**src/rtl/geofence_pkg.sv**
```systemverilog
// Shared constants, state encoding and address helper for the geofence host/judge pair.
package geofence_pkg;
    localparam int COORD_W        = 10;
    localparam int POINTS_PER_OBJ = 7;
    localparam int MAX_OBJ        = 64;
    localparam int OBJ_W          = 6;
    localparam int ADDR_W         = 9;
    localparam int TIMEOUT        = 1023;
    localparam int TO_W           = 10;

    localparam logic [2:0] LAST_PT = 3'(POINTS_PER_OBJ - 1);

    typedef enum logic [2:0] {
        ST_IDLE, ST_PRIME, ST_SEND, ST_WAIT, ST_RECORD, ST_DONE, ST_ERR
    } state_t;

    // obj*7 as (obj<<3)-obj; 63*7 still fits in ADDR_W
    function automatic logic [ADDR_W-1:0] obj_base(input logic [OBJ_W-1:0] obj);
        return ADDR_W'({obj, 3'b000}) - ADDR_W'(obj);
    endfunction
endpackage

```
**src/rtl/geofence_host_if.sv**
```systemverilog
// Host-side bus: run control, point ROM, judge handshake and result RAM.
interface geofence_host_if;
    import geofence_pkg::*;

    logic               start;
    logic [OBJ_W:0]     num_obj;
    logic [ADDR_W-1:0]  mem_addr;
    logic [COORD_W-1:0] mem_x;
    logic [COORD_W-1:0] mem_y;
    logic [COORD_W-1:0] X;
    logic [COORD_W-1:0] Y;
    logic               pt_vld;
    logic               valid;
    logic               is_inside;
    logic               res_we;
    logic [OBJ_W-1:0]   res_addr;
    logic               res_data;
    logic [OBJ_W:0]     inside_cnt;
    logic               busy;
    logic               done;
    logic               err;

    modport master (
        input  start, num_obj, mem_x, mem_y, valid, is_inside,
        output mem_addr, X, Y, pt_vld, res_we, res_addr, res_data,
               inside_cnt, busy, done, err
    );
    modport slave (
        output start, num_obj, mem_x, mem_y, valid, is_inside,
        input  mem_addr, X, Y, pt_vld, res_we, res_addr, res_data,
               inside_cnt, busy, done, err
    );
endinterface

```
**src/rtl/geofence_host_tmr.sv**
```systemverilog
// Judge response watchdog: counts WAIT cycles and flags expiry at the limit.
module geofence_host_tmr #(
    parameter int TIMEOUT = 1023,
    parameter int TO_W    = 10
) (
    input  logic clk,
    input  logic reset,
    input  logic i_clr,
    input  logic i_en,
    output logic o_expire
);
    localparam logic [TO_W-1:0] LIMIT = TO_W'(TIMEOUT);

    logic [TO_W-1:0] r_cnt;

    assign o_expire = (r_cnt == LIMIT);

    always_ff @(posedge clk or posedge reset) begin
        if (reset)                  r_cnt <= '0;
        else if (i_clr)             r_cnt <= '0;
        else if (i_en && !o_expire) r_cnt <= r_cnt + 1'b1;
    end
endmodule

```
**src/rtl/geofence_host.sv**
```systemverilog
// Geofence stimulus/collection master: streams 7 points per object from the
// point ROM, waits for the judge verdict and logs one result bit per object.
module geofence_host
    import geofence_pkg::*;
(
    input  logic            clk,
    input  logic            reset,
    geofence_host_if.master bus
);
    state_t               r_state, w_state_nxt;
    logic [OBJ_W-1:0]     r_obj;
    logic [OBJ_W:0]       r_num;
    logic [OBJ_W:0]       r_inside_cnt;
    logic [2:0]           r_pt;
    logic [ADDR_W-1:0]    r_mem_addr;
    logic [COORD_W-1:0]   r_x, r_y;
    logic                 r_pt_vld;
    logic                 r_inside;
    logic                 w_busy, w_viol, w_last, w_to_exp;

    assign w_busy = r_state inside {ST_PRIME, ST_SEND, ST_WAIT, ST_RECORD};
    assign w_viol = w_busy && (r_state != ST_WAIT) && bus.valid;
    assign w_last = ({1'b0, r_obj} == (r_num - 1'b1));

    geofence_host_tmr #(.TIMEOUT(TIMEOUT), .TO_W(TO_W)) u_tmr (
        .clk      (clk),
        .reset    (reset),
        .i_clr    ((r_state == ST_SEND) && (r_pt == LAST_PT)),
        .i_en     (r_state == ST_WAIT),
        .o_expire (w_to_exp)
    );

    always_ff @(posedge clk or posedge reset) begin
        if (reset) r_state <= ST_IDLE;
        else       r_state <= w_state_nxt;
    end

    always_comb begin
        w_state_nxt = r_state;
        case (r_state)
            ST_IDLE, ST_DONE, ST_ERR:
                if (bus.start) w_state_nxt = (bus.num_obj == '0) ? ST_DONE : ST_PRIME;
            ST_PRIME:  w_state_nxt = ST_SEND;
            ST_SEND:   if (r_pt == LAST_PT) w_state_nxt = ST_WAIT;
            ST_WAIT: begin
                if (bus.valid)    w_state_nxt = ST_RECORD;
                else if (w_to_exp) w_state_nxt = ST_ERR;
            end
            ST_RECORD: w_state_nxt = w_last ? ST_DONE : ST_PRIME;
            default:   w_state_nxt = ST_IDLE;
        endcase
        if (w_viol) w_state_nxt = ST_ERR;
    end

    // mem_addr runs one ahead of the point being loaded: PRIME presents the
    // object base so the ROM word is ready in the first SEND cycle.
    always_ff @(posedge clk or posedge reset) begin
        if (reset) begin
            r_obj        <= '0;
            r_num        <= '0;
            r_inside_cnt <= '0;
            r_pt         <= '0;
            r_mem_addr   <= '0;
            r_x          <= '0;
            r_y          <= '0;
            r_pt_vld     <= 1'b0;
            r_inside     <= 1'b0;
        end else begin
            r_x      <= '0;
            r_y      <= '0;
            r_pt_vld <= 1'b0;
            case (r_state)
                ST_IDLE, ST_DONE, ST_ERR: begin
                    if (bus.start && (bus.num_obj != '0)) begin
                        r_num        <= bus.num_obj;
                        r_inside_cnt <= '0;
                        r_obj        <= '0;
                        r_mem_addr   <= '0;
                    end
                end
                ST_PRIME: begin
                    r_pt       <= '0;
                    r_mem_addr <= r_mem_addr + 1'b1;
                end
                ST_SEND: begin
                    if (!w_viol) begin
                        r_x      <= bus.mem_x;
                        r_y      <= bus.mem_y;
                        r_pt_vld <= 1'b1;
                    end
                    r_pt       <= r_pt + 1'b1;
                    r_mem_addr <= r_mem_addr + 1'b1;
                end
                ST_WAIT: if (bus.valid) r_inside <= bus.is_inside;
                ST_RECORD: begin
                    if (r_inside) r_inside_cnt <= r_inside_cnt + 1'b1;
                    if (!w_last) begin
                        r_obj      <= r_obj + 1'b1;
                        r_mem_addr <= obj_base(OBJ_W'(r_obj + 1'b1));
                    end
                end
                default: ;
            endcase
        end
    end

    assign bus.mem_addr   = r_mem_addr;
    assign bus.X          = r_x;
    assign bus.Y          = r_y;
    assign bus.pt_vld     = r_pt_vld;
    assign bus.res_we     = (r_state == ST_RECORD);
    assign bus.res_addr   = r_obj;
    assign bus.res_data   = r_inside;
    assign bus.inside_cnt = r_inside_cnt;
    assign bus.busy       = w_busy;
    assign bus.done       = (r_state == ST_DONE);
    assign bus.err        = (r_state == ST_ERR);
endmodule

```
**src/flat_wrapper.sv**
```systemverilog
// flat-port wrapper written by rule: the top's interface ports become plain ports
module geofence_host_flat import geofence_pkg::*;
  (clk, reset, bus_start, bus_num_obj, bus_mem_x, bus_mem_y, bus_valid, bus_is_inside, bus_mem_addr, bus_X, bus_Y, bus_pt_vld, bus_res_we, bus_res_addr, bus_res_data, bus_inside_cnt, bus_busy, bus_done, bus_err);
  geofence_host_if bus_i ();
  input  logic clk;
  input  logic reset;
  input wire logic [$bits(bus_i.start)-1:0] bus_start;
  input wire logic [$bits(bus_i.num_obj)-1:0] bus_num_obj;
  input wire logic [$bits(bus_i.mem_x)-1:0] bus_mem_x;
  input wire logic [$bits(bus_i.mem_y)-1:0] bus_mem_y;
  input wire logic [$bits(bus_i.valid)-1:0] bus_valid;
  input wire logic [$bits(bus_i.is_inside)-1:0] bus_is_inside;
  output wire logic [$bits(bus_i.mem_addr)-1:0] bus_mem_addr;
  output wire logic [$bits(bus_i.X)-1:0] bus_X;
  output wire logic [$bits(bus_i.Y)-1:0] bus_Y;
  output wire logic [$bits(bus_i.pt_vld)-1:0] bus_pt_vld;
  output wire logic [$bits(bus_i.res_we)-1:0] bus_res_we;
  output wire logic [$bits(bus_i.res_addr)-1:0] bus_res_addr;
  output wire logic [$bits(bus_i.res_data)-1:0] bus_res_data;
  output wire logic [$bits(bus_i.inside_cnt)-1:0] bus_inside_cnt;
  output wire logic [$bits(bus_i.busy)-1:0] bus_busy;
  output wire logic [$bits(bus_i.done)-1:0] bus_done;
  output wire logic [$bits(bus_i.err)-1:0] bus_err;
  assign bus_i.start = bus_start;
  assign bus_i.num_obj = bus_num_obj;
  assign bus_i.mem_x = bus_mem_x;
  assign bus_i.mem_y = bus_mem_y;
  assign bus_i.valid = bus_valid;
  assign bus_i.is_inside = bus_is_inside;
  assign bus_mem_addr = bus_i.mem_addr;
  assign bus_X = bus_i.X;
  assign bus_Y = bus_i.Y;
  assign bus_pt_vld = bus_i.pt_vld;
  assign bus_res_we = bus_i.res_we;
  assign bus_res_addr = bus_i.res_addr;
  assign bus_res_data = bus_i.res_data;
  assign bus_inside_cnt = bus_i.inside_cnt;
  assign bus_busy = bus_i.busy;
  assign bus_done = bus_i.done;
  assign bus_err = bus_i.err;
  geofence_host u_core (.clk(clk), .reset(reset), .bus(bus_i));
endmodule
```
**config.mk**
```make
export PLATFORM = sky130hd
export DESIGN_NAME = geofence_host_flat
export DESIGN_NICKNAME = d
export VERILOG_FILES = /design/src/rtl/geofence_pkg.sv /design/src/rtl/geofence_host_if.sv /design/src/rtl/geofence_host_tmr.sv /design/src/rtl/geofence_host.sv /design/src/flat_wrapper.sv
export SDC_FILE = /design/constraint.sdc
export NUM_CORES = 1
export LEC_CHECK = 0
export BUFFER_PORTS_ARGS = -buffer_cell sky130_fd_sc_hd__buf_2
export CAP_MARGIN = 5
export CORE_ASPECT_RATIO = 0.75
export CORE_MARGIN = 3
export CORE_UTILIZATION = 40
export CTS_CLUSTER_DIAMETER = 30
export DETAILED_ROUTE_END_ITERATION = 12
export HOLD_SLACK_MARGIN = 0.08
export PLACE_DENSITY = 0.65
export SLEW_MARGIN = 20
export SYNTH_ARGS = -nofsm -noshare
export SYNTH_HDL_FRONTEND = slang
export SYNTH_HIERARCHICAL = 1
export SYNTH_SLANG_ARGS = --single-unit
export TNS_END_PERCENT = 20
```
**constraint.sdc**
```tcl
create_clock -name clk -period 3.2 [get_ports clk]
set_input_delay 0.32 -clock clk [delete_from_list [all_inputs] [get_ports clk]]
set_output_delay 0.32 -clock clk [all_outputs]
set_load 0.05 [all_outputs]
```
==> run summary <==
Final Cycle Share: 82.8%
Max clock buf depth: 2
Final Hold Fails: 0
#FFs+latches synth: 67
clock latency on the worst-skew pair: 0.34 ns
outcome: finished, final reports clean
Power Total: 4.55 mW
share of cells above drive strength 1: 28.5%
post-route cell area: 4600 µm²
Nets: 507
crit path buf inv count: 1
drt wl/cell: 14.9 µm
Die Height: 90.6 µm
Total GRT Usage: 17.6%
Synth Instances: 389
worst clock skew: 0.00498 ns
placement row count: 30
Worst path max stage delay: 0.53 ns
Layout Cells excl Fill: 599
Num CTS Buffers: 9
CTS clk-pin slew, worst paths: 0.06 ns
min Tclk post-route: 2.65 ns
PwrDens: 990 nW/µm²
Rel. slew slack: 56.2%
diode count: 0
Clock Power Share: 20.1%
RR Startpoint: u_core/bus.res_addr[0]
DR DRC count: 0
Congestion Overflow GR: 0
Sw Share: 47.2%
Leak: 2.22 nW
Worst Path Required: 3.45 ns
Initial Util: 41.7%
hpwl dp: 6410 µm
DP Worst Slack: 0.558 ns
Top delay family on crit path: adder cells
vias in the first global route: 3159
total I/O pin count: 80
Placer Congestion: 0.875
largest net degree at the start of global routing: 38
post-route worst setup slack: 0.551 ns
total wire length: 8910 µm
vias per inst: 5.39
die area: 10800 µm²
Net Count, Synth: 430
global-route wire length before repair: 15200 µm
crit path launch type: flop
CTS tree: yes
Post-synth EDFFs: 0
crit-path cells: ha_1, nand3_1, xnor2_1, ha_1, nand2_1, inv_1, a2111oi_2, xnor2_1, nand2_1, o211ai_1
core area: 9160 µm²
Vias: 3231
sequential area share after synthesis: 43.9%
H-tree Lvls: 3
Port Buffers: 79
Synth warnings: 6
1st-iter DRT viols: 214
post-synthesis cell type count: 66
RSZ-0062 raised after global routing: false
CTS root buffer: clkbuf_16
Worst EP arrival: 2.90 ns
sw power: 2.15 mW
Final ANT Viol Nets: 0
critical path endpoint category: flop
Placed Area: 4310 µm²
part of the power in registers: 30.4%
Setup-failing EPs final: 0
Logic pwr share: 49.4%
TritonRoute pass-1 iters: 4
worst hold path type: in -> reg
initial antenna violation count: 0
fin. max-slew vios: 0
max cap viols: 0
f_max: 0.378 GHz
worst setup path startpoint: u_core/bus.res_addr[0]
register-to-register setup slack: 0.55 ns
setup TNS: 0 ns
asr flop ratio synth: 100%
placed insts: 582
worst slew pin tran: 0.657 ns
CP max stage cell: dfrtp_1
Hold Path Origin: bus_mem_x[2]
Int Pwr: 2.40 mW
Peak VDD IR: 0.314 mV
smallest hold slack: 0.211 ns
maximum fanout along the worst path: 10
fillcell total: 900
Core Util, Final: 50.2%
die width: 119 µm
area of the mapped netlist: 3820 µm²
CTS-repair resized insts: 0
average cell area after synthesis: 9.82 µm²
Clock Sink Count: 67
Crit Path Class: reg -> reg
Syn-to-layout area delta: 20.4%
Post-synth top flop: dfrtp_1
==> what timing repair did <==
item                                   CTS  global route
buffers inserted                         0             0
endpoints found under the hold margin   30             0
hold buffers                             1             0
==> metal layers <==
layer,GRT usage (%),vias to the layer above,wire length [µm]
met5,0,-,0
met2,24.9,132,3710
met4,8.00,0,146
met1,23.4,1524,4230
met3,7.45,12,831
li1,-,1563,-
==> worst paths after layout <==
kind	to	depth (start not counted)
min in group asynchronous	u_core/u_tmr/r_cnt[0]	3
hold / removal	u_core/bus.X[2]	2
setup reg to reg	u_core/bus.mem_addr[7]	10
hold reg to reg	u_core/bus.inside_cnt[6]	2
max in group asynchronous	u_core/bus.Y[9]	4
setup / recovery	u_core/bus.mem_addr[7]	10
==> registers in the layout, summed over array words and instances (netlist names) <==
register               flops
u_core/bus.mem_addr        9
u_core/bus.pt_vld          1
u_core/r_pt                3
u_core/bus.X              10
u_core/bus.Y              10
u_core/r_num               7
u_core/bus.res_data        1
u_core/bus.inside_cnt      7
u_core/u_tmr/r_cnt        10
u_core/r_state             3
u_core/bus.res_addr        6
==> power groups by stage <==
| stage | clock, mW | sequential (mW) | combinational (mW) |
|---|---|---|---|
| floorplan | 0 | 1.66 | 1.50 |
| global placement | 0 | 1.38 | 2.21 |
| detailed placement | 0 | 1.39 | 2.25 |
| CTS | 0.956 | 1.38 | 2.26 |
| global route | 0.988 | 1.43 | 2.47 |
| finish | 0.917 | 1.38 | 2.25 |
==> worst register-to-register path, cell delays in order (launching register included) <==
cell,delay (ns)
dfrtp_1,0.53
ha_1,0.30
nand3_1,0.12
xnor2_1,0.35
ha_1,0.34
nand2_1,0.12
inv_1,0.06
a2111oi_2,0.33
xnor2_1,0.18
nand2_1,0.08
o211ai_1,0.14
==> cells by family (layout without fill, tap and decap cells) <==
group,Yosys count,count (layout),share of synthesized area (%)
AO/OA/AOI/OAI,86,86,16.7
XOR/XNOR,28,28,6.42
adder cells (fa/ha/maj),9,9,2.95
buffers and inverters,42,124,5.41
flip-flops,67,67,43.9
multiplexers,12,12,3.51
AND/OR/NAND/NOR,145,145,21.1
==> cell usage after synthesis, types with 2 or more instances <==
| cell type | count | share of area [%] |
|---|---|---|
| a211oi_1 | 3 | 0.59 |
| a211oi_2 | 2 | 0.66 |
| a21oi_1 | 7 | 0.92 |
| a21oi_2 | 3 | 0.69 |
| a221o_1 | 2 | 0.52 |
| a311oi_1 | 3 | 0.69 |
| a31oi_1 | 5 | 0.82 |
| a41oi_1 | 4 | 0.92 |
| and2_1 | 2 | 0.33 |
| and3_1 | 28 | 4.6 |
| buf_2 | 6 | 0.79 |
| buf_4 | 3 | 0.59 |
| buf_6 | 4 | 1.2 |
| clkbuf_1 | 10 | 0.98 |
| dfrtp_1 | 67 | 44 |
| ha_1 | 9 | 2.9 |
| inv_1 | 18 | 1.8 |
| mux2_1 | 3 | 0.88 |
| mux2_2 | 8 | 2.4 |
| nand2_1 | 25 | 2.5 |
| nand2b_1 | 5 | 0.82 |
| nand3_1 | 10 | 1.3 |
| nand3b_1 | 3 | 0.59 |
| nand4_1 | 6 | 0.98 |
| nor2_1 | 28 | 2.8 |
| nor2_4 | 2 | 0.59 |
| nor2b_1 | 4 | 0.66 |
| nor3_1 | 10 | 1.3 |
| nor3b_1 | 6 | 1.2 |
| nor4_1 | 4 | 0.66 |
| o211ai_1 | 6 | 1.2 |
| o21ai_0 | 23 | 3.0 |
| o22ai_1 | 5 | 0.82 |
| o31ai_1 | 6 | 1.2 |
| or2_2 | 2 | 0.33 |
| xnor2_1 | 16 | 3.7 |
| xor2_1 | 12 | 2.8 |
==> placed cells by master (no fill, tap or decap), drive strengths merged, types with 7 or more instances in the layout <==
master  instances
buf            88
dfrtp          67
nor2           30
and3           28
nand2          26
o21ai          23
inv            20
xnor2          16
xor2           12
nor3           11
nand3          11
mux2           11
a21oi          10
clkbuf          9
ha              9
nor3b           7
==> layout make-up <==
type,count,area [µm²],share of cell area [%]
clock buffer,9,225,4.90
tap,128,160,3.48
inverter,19,71.3,1.55
sequential,67,1680,36.5
clock inverter,7,53.8,1.17
multi-input combinational,280,1940,42.1
timing repair buffer,89,473,10.3
No activity file was read; power rests on OpenSTA's default activity.
